--- src/rtl/pwm_pkg.sv ---
// pwm_pkg: shared state encoding and constants for the pwm fade sequencer
package pwm_pkg;
    typedef enum logic [1:0] {IDLE, LOAD, WAIT, STEP} state_t;
    localparam int CNT_W_DEF = 20;
    localparam int MIN_VAL = 1;
endpackage

--- src/rtl/pwm_step_calc.sv ---
// pwm_step_calc: saturating one-step move of the high-pulse width toward target
module pwm_step_calc #(
    parameter int CNT_W = 20
) (
    input  logic [CNT_W-1:0] cur,
    input  logic [CNT_W-1:0] target,
    input  logic [CNT_W-1:0] step,
    output logic [CNT_W-1:0] hpw_next
);
    logic [CNT_W:0]   sum;
    logic [CNT_W-1:0] diff;
    assign sum  = {1'b0, cur} + {1'b0, step};
    assign diff = cur - target;
    always_comb hpw_next = (cur < target) ? ((sum > {1'b0, target}) ? target : sum[CNT_W-1:0])
                                          : ((diff <= step) ? target : cur - step);
endmodule

--- src/rtl/pwm_fade_ctrl.sv ---
// pwm_fade_ctrl: ramps a pwm core's high-pulse width to a target, updating only on period boundaries
module pwm_fade_ctrl
    import pwm_pkg::*;
#(
    parameter int CNT_W = CNT_W_DEF,
    parameter int DIV_W = 8
) (
    input  logic             i_sysclk,
    input  logic             i_arstn,
    input  logic             i_start,
    input  logic             i_abort,
    input  logic [CNT_W-1:0] i_period,
    input  logic [CNT_W-1:0] i_target,
    input  logic [CNT_W-1:0] i_step,
    input  logic [DIV_W-1:0] i_div,
    input  logic             i_pa,
    output logic             o_pv,
    output logic [CNT_W-1:0] o_period,
    output logic [CNT_W-1:0] o_hpw,
    output logic             o_busy,
    output logic             o_done
);
    state_t           state;
    logic [CNT_W-1:0] period_r, target_r, step_r, hpw_next;
    logic [DIV_W-1:0] div_r, cnt;

    pwm_step_calc #(.CNT_W(CNT_W)) u_calc (
        .cur     (o_hpw),
        .target  (target_r),
        .step    (step_r),
        .hpw_next(hpw_next)
    );

    always_ff @(posedge i_sysclk or negedge i_arstn) begin
        if (!i_arstn) begin
            state    <= IDLE;
            period_r <= '0;
            target_r <= '0;
            step_r   <= '0;
            div_r    <= '0;
            cnt      <= '0;
            o_pv     <= 1'b0;
            o_period <= '0;
            o_hpw    <= '0;
            o_busy   <= 1'b0;
            o_done   <= 1'b0;
        end else begin
            o_pv   <= 1'b0;
            o_done <= 1'b0;
            if (i_abort && state != IDLE) begin
                state  <= IDLE;
                o_busy <= 1'b0;
            end else begin
                case (state)
                    IDLE: if (i_start && !i_abort) begin
                        period_r <= i_period;
                        target_r <= (i_target > i_period) ? i_period : i_target;
                        step_r   <= (i_step == '0) ? CNT_W'(MIN_VAL) : i_step;
                        div_r    <= (i_div == '0) ? DIV_W'(MIN_VAL) : i_div;
                        o_busy   <= 1'b1;
                        state    <= LOAD;
                    end
                    LOAD: if (i_pa) begin
                        o_pv     <= 1'b1;
                        o_period <= period_r;
                        cnt      <= div_r;
                        if (o_hpw == target_r) begin
                            o_done <= 1'b1;
                            o_busy <= 1'b0;
                            state  <= IDLE;
                        end else begin
                            state <= WAIT;
                        end
                    end
                    WAIT: if (i_pa) begin
                        if (cnt == DIV_W'(1)) state <= STEP;
                        else cnt <= cnt - DIV_W'(1);
                    end
                    STEP: begin
                        o_hpw <= hpw_next;
                        o_pv  <= 1'b1;
                        if (hpw_next == target_r) begin
                            o_done <= 1'b1;
                            o_busy <= 1'b0;
                            state  <= IDLE;
                        end else begin
                            cnt   <= div_r;
                            state <= WAIT;
                        end
                    end
                    default: state <= IDLE;
                endcase
            end
        end
    end
endmodule

--- config.mk ---
export PLATFORM = sky130hd
export DESIGN_NAME = pwm_fade_ctrl
export DESIGN_NICKNAME = d
export VERILOG_FILES = /design/src/rtl/pwm_pkg.sv /design/src/rtl/pwm_step_calc.sv /design/src/rtl/pwm_fade_ctrl.sv
export SDC_FILE = /design/constraint.sdc
export NUM_CORES = 1
export LEC_CHECK = 0
export BUFFER_PORTS_ARGS = -buffer_cell sky130_fd_sc_hd__clkbuf_2
export CAP_MARGIN = 20
export CORE_UTILIZATION = 62
export CTS_BUF_LIST = sky130_fd_sc_hd__clkbuf_4
export CTS_CLUSTER_DIAMETER = 30
export DETAILED_ROUTE_END_ITERATION = 7
export GPL_TIMING_DRIVEN = 0
export PLACE_DENSITY = 0.91
export SETUP_SLACK_MARGIN = 0.02
export SYNTH_ARGS = -nofsm -noshare
export SYNTH_HDL_FRONTEND = slang
export SYNTH_HIERARCHICAL = 1
export SYNTH_SLANG_ARGS = --single-unit
--- constraint.sdc ---
create_clock -name i_sysclk -period 6.4 [get_ports i_sysclk]
set_input_delay 1.28 -clock i_sysclk [delete_from_list [all_inputs] [get_ports i_sysclk]]
set_output_delay 1.28 -clock i_sysclk [all_outputs]
set_load 0.1 [all_outputs]
Yosys cells after proc, flatten, opt, wreduce, memory -nomap -nowiden
Index checks and enable logic that the tools add are counted.

Input bits: 73. Latch bits: 0. Memories kept: 0. Bits in registers: 121. ROM bits: 0. Logic and storage cells: 84. Output and inout bits: 43. RAM bits: 0.

Reductions and logical operators: 15. Div/mod/pow operators: 0. Add/sub/neg operators: 4. $mul: 0. Magnitude comparators: 4. Mux-type cells: 33. Shift operators: 0. Bitwise logic cells: 1. Equal/unequal tests: 16.

Operators with widths (number): 2-to-1 mux 20 bit (5); == test 20 bit (2); 2-to-1 mux 8 bit (5); subtractor 20 bit (2); one-hot mux 8 bit (3 select lines) (1); adder 20 x 20 -> 21 bit (1); greater-than comparator 21 x 20 -> 1 bit (1); greater-than comparator 20 bit (1); less-or-equal comparator 20 bit (1); logical NOT 20 bit (1); less-than comparator 20 bit (1); inequality test 3 bit (second input constant) (6); 2-to-1 mux 2 bit (7); 2-to-1 mux 1 bit (11); == test 8 x 1 -> 1 bit (second input constant) (1); logical NOT 8 bit (1); inequality test 2 bit (second input constant) (4); one-hot mux 2 bit (4 select lines) (1); subtractor 8 x 1 -> 8 bit (second input constant) (1); AND reduction 3 bit (2); AND reduction 6 bit (1); AND reduction 5 bit (1); == test 2 bit (second input constant) (2); one-hot mux 1 bit (2 select lines) (2); 11 further kinds (12).

Logic depth before layout (Yosys ltp)
Gate-level depths: netlist (run 1).

Depth after elaboration: 8. Depth in mapped cells: 29. Mapped depth without buffers: 26.

Cells and area by module
Netlist (run 1), hierarchy kept.

By module, submodules not included: pwm_fade_ctrl (times used 1, sequential area each 3027.9 um2, area each 6053.3 um2, cells an instance 583); pwm_step_calc (times used 1, sequential area each 0.0 um2, area each 4235.3 um2, cells an instance 581).

Worst setup path before layout (run 1)
Ideal clock, no wire load.

Path type: register -> register. From: register o_hpw[1]. To: register cnt[4]. Data arrival time: 6345 ps. Slack: -66 ps. Stages on the path, launching flop included: 26. Required time: 6279 ps. Clock period less this slack: 6466 ps. Setup time: 121 ps. Path buffers: 2. Cells stage by stage: dfrtp_1 > inv_1 > fa_1 > o21ba_2 > nor2b_1 > or3_1 > a21oi_1 > o31ai_2 > mux2i_1 > nand3_1 > ha_1 > nand4_1 > or4_1 > o221ai_1 > a211o_1 > nand4b_1 > or2_1 > buf_4 > o221a_2 > o22ai_1 > xnor2_1 > nand4_1 > nor3_1 > a311oi_2 > buf_4 > a22o_1.

Longest elaborated chain between the ends: 7. Elaborated cells on any way between the ends: 12. Classes of those cells: add/sub (3); order compare (3); eq/ne (2); mux (3); reduce/logical (1).

RTL lines: from (decl) (RTL line pwm_fade_ctrl.sv:19) `output logic [CNT_W-1:0] o_hpw,`; from (signal assigned) (RTL line pwm_fade_ctrl.sv:80) `o_hpw <= hpw_next;`; adder 20 x 20 -> 21 bit / subtractor 20 bit (equally long branches) (RTL line pwm_step_calc.sv:12, pwm_step_calc.sv:13); greater-than comparator 21 x 20 -> 1 bit / less-or-equal comparator 20 bit (equally long branches) (RTL line pwm_step_calc.sv:14, pwm_step_calc.sv:15); 2-to-1 mux 20 bit, on equally long branches (RTL line pwm_step_calc.sv:14, pwm_step_calc.sv:15); 2-to-1 mux 20 bit * (RTL line pwm_step_calc.sv:14) `always_comb hpw_next = (cur < target) ? ((sum > {1'b0, target}) ? target : sum[CNT_W-1:0])`; net hpw_next[15] (RTL line pwm_fade_ctrl.sv:24) `logic [CNT_W-1:0] period_r, target_r, step_r, hpw_next;`; == test 20 bit * (RTL line pwm_fade_ctrl.sv:82) `if (hpw_next == target_r) begin`; inequality test 2 bit (no source line) *; AND reduction 6 bit (no source line) *; to (signal assigned) (RTL line pwm_fade_ctrl.sv:66) `cnt <= div_r;`; to (signal assigned) (RTL line pwm_fade_ctrl.sv:77) `else cnt <= cnt - DIV_W'(1);`; to (signal assigned) (RTL line pwm_fade_ctrl.sv:87) `cnt <= div_r;`; to (decl) (RTL line pwm_fade_ctrl.sv:25) `logic [DIV_W-1:0] div_r, cnt;`.

Mark *: on every way through the listed nets, which the timed path passes. The rest lies on a longest branch. A chain may end at the register's enable or synchronous reset.

Worst setup path in the final report (run 1)
From: register o_hpw[3]. To: register cnt[0].

The elaborated chain is that of the path after synthesis.

==> impl_metrics.csv, run 1 <==
group,metric,value,unit
placement,finalWeightedCongestion,0.964,
logic_synthesis,synthTopCellsByArea,"dfrtp_1 (29%), ha_1 (15%), nand2_1 (5.3%), mux2_2 (4.4%), xnor2_1 (4.3%)",
logic_synthesis,syn_area,10300,um^2
worst_setup_path,worstSetupPathType,"reg -> reg",
logic_synthesis,synthArstFlopShare,100,%
clock_network,numCtsBuffers,17,
logic_synthesis,synthesis.nets,1361,
global_routing,antenna_found_initial,1,
layout,drive_above_1_share,23.2,%
sta,slew_headroom,48.2,%
clock_network,clockRootBuffer,"clkbuf_4",
placement,dpl_worst_slack,-1390,ps
sta,drv_slew,0,
clock_network,clkSinkCount,121,
outcome,status,"finished with violations",
routing,first_pass_iters,8,
logic_synthesis,synth_top_area_share,29.4,%
worst_setup_path,crit_arrival,6960,ps
placement,dp_hpwl,24.7,mm
layout,final_area,12000,um^2
logic_synthesis,synth_edf_count,0,
global_routing,grt_start_max_net_pins,107,
sta,max_freq,154,MHz
global_routing,grt_usage,38.1,%
routing,routedWlPerCell,21.4,um
layout,postLayoutCoreUtil,74.5,%
global_routing,grt_pass1_vias,9358,
global_routing,overflow,0,
sta,setup_viol,4,
logic_synthesis,ys_types,90,
die,die_h,131,um
clock_network,cts_tree,"built",
sta,hold_viol,0,
clock_network,h-tree-depth,4,
global_routing,grt_pass1_wl,48.5,mm
logic_synthesis,synthCells,1164,
sta,setup_ws,-95.1,ps
worst_setup_path,cp.required,6870,ps
sta,hold_slack,500,ps
sta,tightestPinTransition,768,ps
logic_synthesis,syn_area_per_cell,8.84,um^2
placement,numPortBuffers,114,
sta,skew,24.6,ps
routing,drc,3,
worst_setup_path,worstSetupEndpointType,"register",
worst_setup_path,critPathMaxFanout,10,
run,cap_violations,0,
routing,via_count,10300,
die,fp.dieW,131,um
sta,timing.final.crit_share,101,%
layout,fin_nets,1518,
placement,place_area,11200,um^2
clock_network,clock_path_buffers,2,
logic_synthesis,synth_seq_cells,121,
logic_synthesis,synth_flop_cell,"dfrtp_1",
clock_network,path_clk_slew,150,ps
sta,finalCriticalPeriod,6500,ps
layout,final_cell_mix,"nand2_1 (143), ha_1 (119), dfrtp_1 (116)",
worst_hold_path,hold_class,"reg -> reg",
die,start_util,64.1,%
worst_setup_path,cp-start-kind,"register",
die,ios,116,
layout,area_growth,16.3,%
outcome,violations,"DRC, setup timing",
logic_synthesis,synth_top_area_cell,"dfrtp_1",
die,dieArea,17100,um^2
die,rows,46,
clock_network,clk_latency,600,ps
routing,ant_nets,0,
logic_synthesis,yosys_warnings,6,
routing,via_per_inst,6.61,
logic_synthesis,synth.yosys.seq_area_share,29.4,%
die,core-area,16100,um^2
layout,final_common_cell,"nand2_1",
routing,drtIter0Drc,1126,
routing,finalWirelength,33.1,mm
per-stage QoR:
| step | TNS [ps] | cells |
|---|---|---|
| 2_1_floorplan | 0 | 1164 |
| 3_3_place_gp | -11690 | 1494 |
| 3_5_place_dp | -14290 | 1496 |
| 4_1_cts | 0 | 1529 |
| 5_1_grt | -931 | 1551 |
| 6_report | -168 | 1551 |
cells in the mapped netlist (all sizes together) (4+ instances only):
cell / n
a21oi: 72
buf: 22
nor2: 59
mux2: 40
o21ai: 62
and4: 5
inv: 92
a21boi: 5
nand3: 21
ha: 121
a21o: 16
or3: 8
o22a: 19
a221oi: 7
o21a: 9
o21bai: 5
and2: 5
a221o: 10
nand2b: 11
nor2b: 9
and3: 13
a211o: 4
nand4: 19
nor4: 16
o22ai: 8
xnor2: 50
a31oi: 8
o221ai: 5
o31ai: 8
clkbuf: 26
xor2: 25
nor3: 20
a22o: 7
or2: 4
o221a: 26
dfrtp: 121
a211oi: 11
nand2: 146
final timing paths:
| kind | startpoint | to | slack, ps | cells past startpoint |
|---|---|---|---|---|
| setup / recovery | o_hpw[3] | cnt[0] | -100 | 27 |
| min in group asynchronous | i_arstn | o_hpw[13] | 520 | 1 |
| hold reg to reg | period_r[14] | period_r[14] | 500 | 2 |
| max in group asynchronous | i_arstn | target_r[8] | 5080 | 2 |
| hold / removal | period_r[14] | period_r[14] | 500 | 2 |
| setup reg to reg | o_hpw[3] | cnt[0] | -100 | 27 |
critical path: stages (launching register included):
cell,delay (ps)
dfrtp_1,520
ha_1,330
buf_2,190
nor3_4,250
nor2b_1,210
o31a_1,250
o21ai_2,120
o21bai_1,180
a21oi_1,100
xnor2_1,160
ha_1,340
and4_1,290
nand4_1,240
a21o_1,240
a211o_1,290
nand4b_1,130
nor2_2,70
buf_6,160
buf_4,140
a221o_1,330
a22oi_1,410
xnor2_1,250
nand4_1,200
nor3_4,300
a311oi_4,180
buf_4,220
nand3_1,120
o211ai_1,120
registers in the layout, indices dropped and copies added, names as in the netlist:
signal / cells
o_busy: 1
o_pv: 1
cnt: 8
state: 2
period_r: 20
o_done: 1
o_period: 20
div_r: 8
step_r: 20
target_r: 20
o_hpw: 20
area by class of cell:
class / instances / area [um^2]
Fill cell: 1138 / 4090
Buffer: 46 / 249
Timing Repair Buffer: 140 / 792
Clock buffer: 17 / 128
Tap cell: 216 / 270
Inverter: 92 / 345
Clock inverter: 15 / 176
Antenna cell: 1 / 2.50
Sequential cell: 121 / 3030
Multi-Input combinational cell: 903 / 6970
cell families after synthesis:
| family | Yosys count | synth area share, % |
|---|---|---|
| compound gates | 313 | 22.2 |
| buf+inv | 140 | 5.62 |
| mux | 42 | 4.57 |
| xor+xnor | 75 | 6.38 |
| fa+ha+maj | 124 | 15.3 |
| flops | 121 | 29.4 |
| simple gates | 349 | 16.5 |
routing by layer:
metal,vias up,global-route usage [%],wire [um]
met5,-,0,0
met4,0,25.2,1950
met3,154,7.74,3270
met2,674,59.3,14700
met1,4866,48.2,13200
li1,4564,-,-
timing repair:
action,in CTS,in global routing
buffers inserted,2,22
hold buffers,0,0
pin swaps,6,16
resized for setup,33,43
endpoints found under the setup margin,28,11
Power of run 1 is left out: the tool's default activity adds up to more than one toggle a clock period on the data nets, which glitch-free logic cannot reach.
==> run 2: changes to the inputs <==
CORE_ASPECT_RATIO = 0.6   (was default)
==> impl_metrics.csv, run 2 (synthesis gave the netlist of run 1 again) <==
group,metric,value,unit
outcome,status,"finished with violations",
outcome,violations,"DRC",
sta,hold_viol,0,
routing,ant_nets,0,
sta,tightestPinTransition,1310,ps
sta,finalCriticalPeriod,6290,ps
worst_setup_path,crit_buf_inv,3,
global_routing,use_met1,60.5,%
worst_setup_path,cp_slowest_cell,"fa_1",
clock_network,clkSinkCount,121,
global_routing,grt_pass1_vias,9358,
sta,max_freq,159,MHz
sta,drv_slew,0,
die,fp.dieW,168,um
sta,timing.final.crit_share,98.3,%
global_routing,busiest_layer,"met1",
worst_setup_path,timing.rr.end,"cnt[3]",
layout,seqCellArea,3040,um^2
worst_setup_path,worstRegToRegCells,26,
layout,final_cell_mix,"nand2_1 (143), ha_1 (118), clkbuf_2 (114)",
global_routing,grt_pass1_wl,52.1,mm
worst_hold_path,hp-start,"period_r[8]",
placement,dp_hpwl,26.7,mm
worst_hold_path,hold_end,"period_r[8]",
worst_setup_path,worstSetupEndpointType,"register",
worst_setup_path,ff2ff_setup_slack,110,ps
global_routing,grt_start_max_net_pins,105,
routing,via_count,10500,
worst_setup_path,critPathMaxFanout,10,
clock_network,clk_latency,590,ps
routing,routedWlPerCell,23.3,um
layout,fin_nets,1523,
global_routing,grtUsageMet3,14.6,%
clock_network,clockRootBuffer,"clkbuf_4",
worst_setup_path,r2r-start,"o_hpw[1]",
worst_setup_path,crit_arrival,6770,ps
placement,finalWeightedCongestion,1.04,
run,cap_violations,0,
worst_setup_path,worstSetupPathType,"reg -> reg",
worst_setup_path,cp.required,6880,ps
sta,setup_viol,0,
die,dieArea,17100,um^2
layout,multi_input_area,7100,um^2
clock_network,h-tree-depth,4,
sta,tns,0,ps
die,rows,36,
sta,skew,25.8,ps
die,core-area,16200,um^2
clock_network,numCtsBuffers,17,
global_routing,use_met2,55.2,%
clock_network,cts_tree,"built",
worst_hold_path,hold_class,"reg -> reg",
clock_network,path_clk_slew,120,ps
die,die_h,102,um
global_routing,overflow,0,
clock_network,clock_path_buffers,2,
routing,via_per_inst,6.78,
layout,area_growth,18.1,%
global_routing,grt_usage,40.6,%
routing,drc,2,
layout,antenna-diode-count,0,
routing,finalWirelength,36.0,mm
global_routing,antenna_found_initial,0,
worst_setup_path,cp-start-kind,"register",
layout,nFillCells,1132,
die,ios,116,
die,start_util,63.4,%
worst_setup_path,max_stage_delay,530,ps
layout,drive_above_1_share,25.2,%
routing,first_pass_iters,8,
routing,drtIter0Drc,1566,
sta,slew_headroom,11.6,%
layout,final_common_cell,"nand2_1",
worst_hold_path,hold_depth,2,
worst_setup_path,cpLargestDelayFamily,"compound AO/OA/AOI/OAI gates",
placement,numPortBuffers,114,
-- run 2: per-layer routing --
layer | vias up | routed length (um) | part of all wire [%]
li1 | 4565 | - | -
met1 | 4949 | 15400 | 43
met2 | 830 | 14200 | 39
met3 | 142 | 5420 | 15
met4 | 2 | 992 | 2.8
met5 | - | 27 | 0.075
-- run 2: repair_timing --
action / 4_1_cts / 5_1_grt
setup endpoints to repair: 24 / 11
pin swaps: 11 / 23
endpoints found under the hold margin: 0 / 0
setup buffers: 12 / 18
resized for setup: 40 / 71
hold buffers: 0 / 0
-- run 2: worst register-to-register path: stages, from the launching register on --
cell	delay [ps]
dfrtp_2	450
inv_1	150
fa_1	530
o21ba_2	270
nor2b_2	150
o31a_1	260
o21ai_2	140
o21bai_1	180
a21oi_1	100
xnor2_1	150
ha_1	350
and4_1	300
nand4_1	170
a21o_1	230
a211o_1	300
nand4b_1	140
nor2_2	70
buf_6	200
a221o_1	360
a22o_1	260
xnor2_2	300
nand4_1	320
nor2_4	250
a311oi_4	180
buf_4	190
a21oi_2	150
a21oi_1	60
-- run 2: worst max path at each step --
| stage | startpoint | cells past startpoint | endpoint |
|---|---|---|---|
| final | o_hpw[1] | 26 | cnt[3] |
| after global routing | o_hpw[1] | 26 | cnt[7] |
| after CTS | o_hpw[1] | 26 | cnt[3] |
| after detailed placement | target_r[1] | 28 | cnt[0] |
| after global placement | target_r[1] | 27 | cnt[4] |
| after floorplan | o_hpw[4] | 25 | cnt[4] |
-- run 2: area by class of cell --
type	count	share of cell area (%)
buffer	45	2.11
clock buffer	18	1.11
clock inverter	13	1.39
inverter	92	2.84
multi-input combinational	903	58.4
sequential	121	25.1
tap	209	2.15
timing repair buffer	146	6.89
-- run 2: through the flow --
step	utilization (%)	instance area [um^2]	instances	hold slack (ps)	worst slack, ps
2_1_floorplan	-	10300	1164	440	54.4
3_3_place_gp	68.6	11100	1487	462	-1350
3_5_place_dp	68.8	11200	1489	470	-1500
4_1_cts	72.3	11700	1531	496	14.5
5_1_grt	74.9	12200	1547	517	-17.1
6_report	74.9	12200	1547	499	108
Power of run 2 is left out for the same reason.
==> run 3: changes to the inputs <==
RECOVER_POWER = 50   (was default)
==> impl_metrics.csv, run 3 (synthesis gave the netlist of run 1 again) <==
group,metric,value,unit
layout,final_common_cell,"nand2_1",
routing,routedWlPerCell,23.2,um
die,dieArea,17100,um^2
die,die_h,102,um
placement,dpl.cell_count,1489,
layout,antenna-diode-count,0,
sta,setup_viol,0,
sta,skew,28.9,ps
routing,via_per_inst,6.79,
placement,numPortBuffers,114,
layout,drive_above_1_share,24.8,%
die,core-area,16200,um^2
worst_setup_path,worstSetupEndpointType,"register",
sta,finalCriticalPeriod,6240,ps
global_routing,grt_start_max_net_pins,105,
clock_network,hold_buffers,0,
layout,area_growth,17.7,%
sta,max_freq,160,MHz
clock_network,h-tree-depth,4,
worst_hold_path,hold_class,"reg -> reg",
worst_setup_path,critPathMaxFanout,10,
clock_network,clk_latency,590,ps
worst_setup_path,worstRegToRegCells,26,
sta,timing.final.crit_share,97.4,%
global_routing,overflow,0,
worst_setup_path,cp_slowest_cell,"fa_1",
sta,hold_viol,0,
die,start_util,63.4,%
outcome,violations,"DRC, capacitance limit, slew limit",
clock_network,clockRootBuffer,"clkbuf_4",
layout,fin_nets,1523,
die,ios,116,
routing,ant_nets,0,
clock_network,path_clk_slew,120,ps
sta,tns,0,ps
worst_setup_path,cp.required,6880,ps
placement,place_area,11200,um^2
sta,slew_headroom,-72.4,%
die,fp.dieW,168,um
worst_setup_path,worstSetupPathType,"reg -> reg",
routing,finalWirelength,35.9,mm
routing,via_count,10500,
routing,drtIter0Drc,1593,
clock_network,cts_tree,"built",
global_routing,grt_pass1_wl,52.1,mm
worst_setup_path,crit_arrival,6710,ps
sta,drv_slew,105,
outcome,status,"finished with violations",
layout,stdcell_count,1547,
global_routing,antenna_found_initial,0,
sta,setup_ws,164,ps
layout,final_area,12100,um^2
clock_network,clock_path_buffers,2,
placement,finalWeightedCongestion,1.04,
routing,first_pass_iters,8,
global_routing,grt_usage,40.6,%
placement,dpl_worst_slack,-1500,ps
layout,final_cell_mix,"nand2_1 (144), ha_1 (118), clkbuf_2 (115)",
sta,tightestPinTransition,2590,ps
run,cap_violations,1,
worst_hold_path,hold_depth,2,
worst_setup_path,max_stage_delay,520,ps
clock_network,clkSinkCount,121,
clock_network,numCtsBuffers,17,
global_routing,grt_pass1_vias,9358,
die,rows,36,
routing,drc,7,
placement,dp_hpwl,26.7,mm
worst_setup_path,cp-start-kind,"register",
## run 3: cell types whose count changed in the layout (fill, tap and decap cells not counted), sizes merged
cell and delta:
buf -5, clkbuf +5
## run 3: layout make-up
class,instances,area (um^2)
Buffer,45,253
Clock buffer,18,135
Clock inverter,13,169
Fill cell,1139,4100
Inverter,92,345
Multi-Input combinational cell,903,7100
Sequential cell,121,3040
Tap cell,209,262
Timing Repair Buffer,146,805
## run 3: final timing paths
kind | startpoint | end | slack [ps]
max | o_hpw[1] | cnt[3] | 160
min | period_r[8] | period_r[8] | 500
max in group asynchronous | i_arstn | target_r[1] | 2360
min reg2reg | period_r[8] | period_r[8] | 500
max reg2reg | o_hpw[1] | cnt[3] | 160
min in group asynchronous | i_arstn | o_period[15] | 810
## run 3: routing by layer
layer / up-vias / routed length [um] / part of all wire (%) / GRT usage, %
met3: 131 / 5390 / 15 / 14.6
met1: 4969 / 15400 / 43 / 60.5
met2: 851 / 14100 / 39 / 55.2
met4: 0 / 969 / 2.7 / 9.65
met5: - / 0 / 0 / 0
li1: 4554 / - / - / -
## run 3: what timing repair did
| action | 4_1_cts | 5_1_grt |
|---|---|---|
| resized for setup | 40 | 71 |
| buffers inserted | 12 | 18 |
| pin swaps | 11 | 23 |
| setup endpoints to repair | 24 | 11 |
## run 3: per-stage QoR
step / hold slack [ps] / utilization [%]
after floorplan: 440 / -
after global placement: 462 / 68.6
after detailed placement: 470 / 68.8
after CTS: 496 / 72.3
after global routing: 517 / 74.7
final: 495 / 74.7
## run 3: worst max-delay path: cells and delay by family, from the launching register on
kind,cells,cell delay (ps)
AOI/OAI and AO/OA,12,2440
xor gates and xnor gates,2,440
adders and majority gates,2,870
buffers and inverters,3,540
DFF,1,450
and+or+nand+nor,7,1380
Power of run 3 is left out for the same reason.
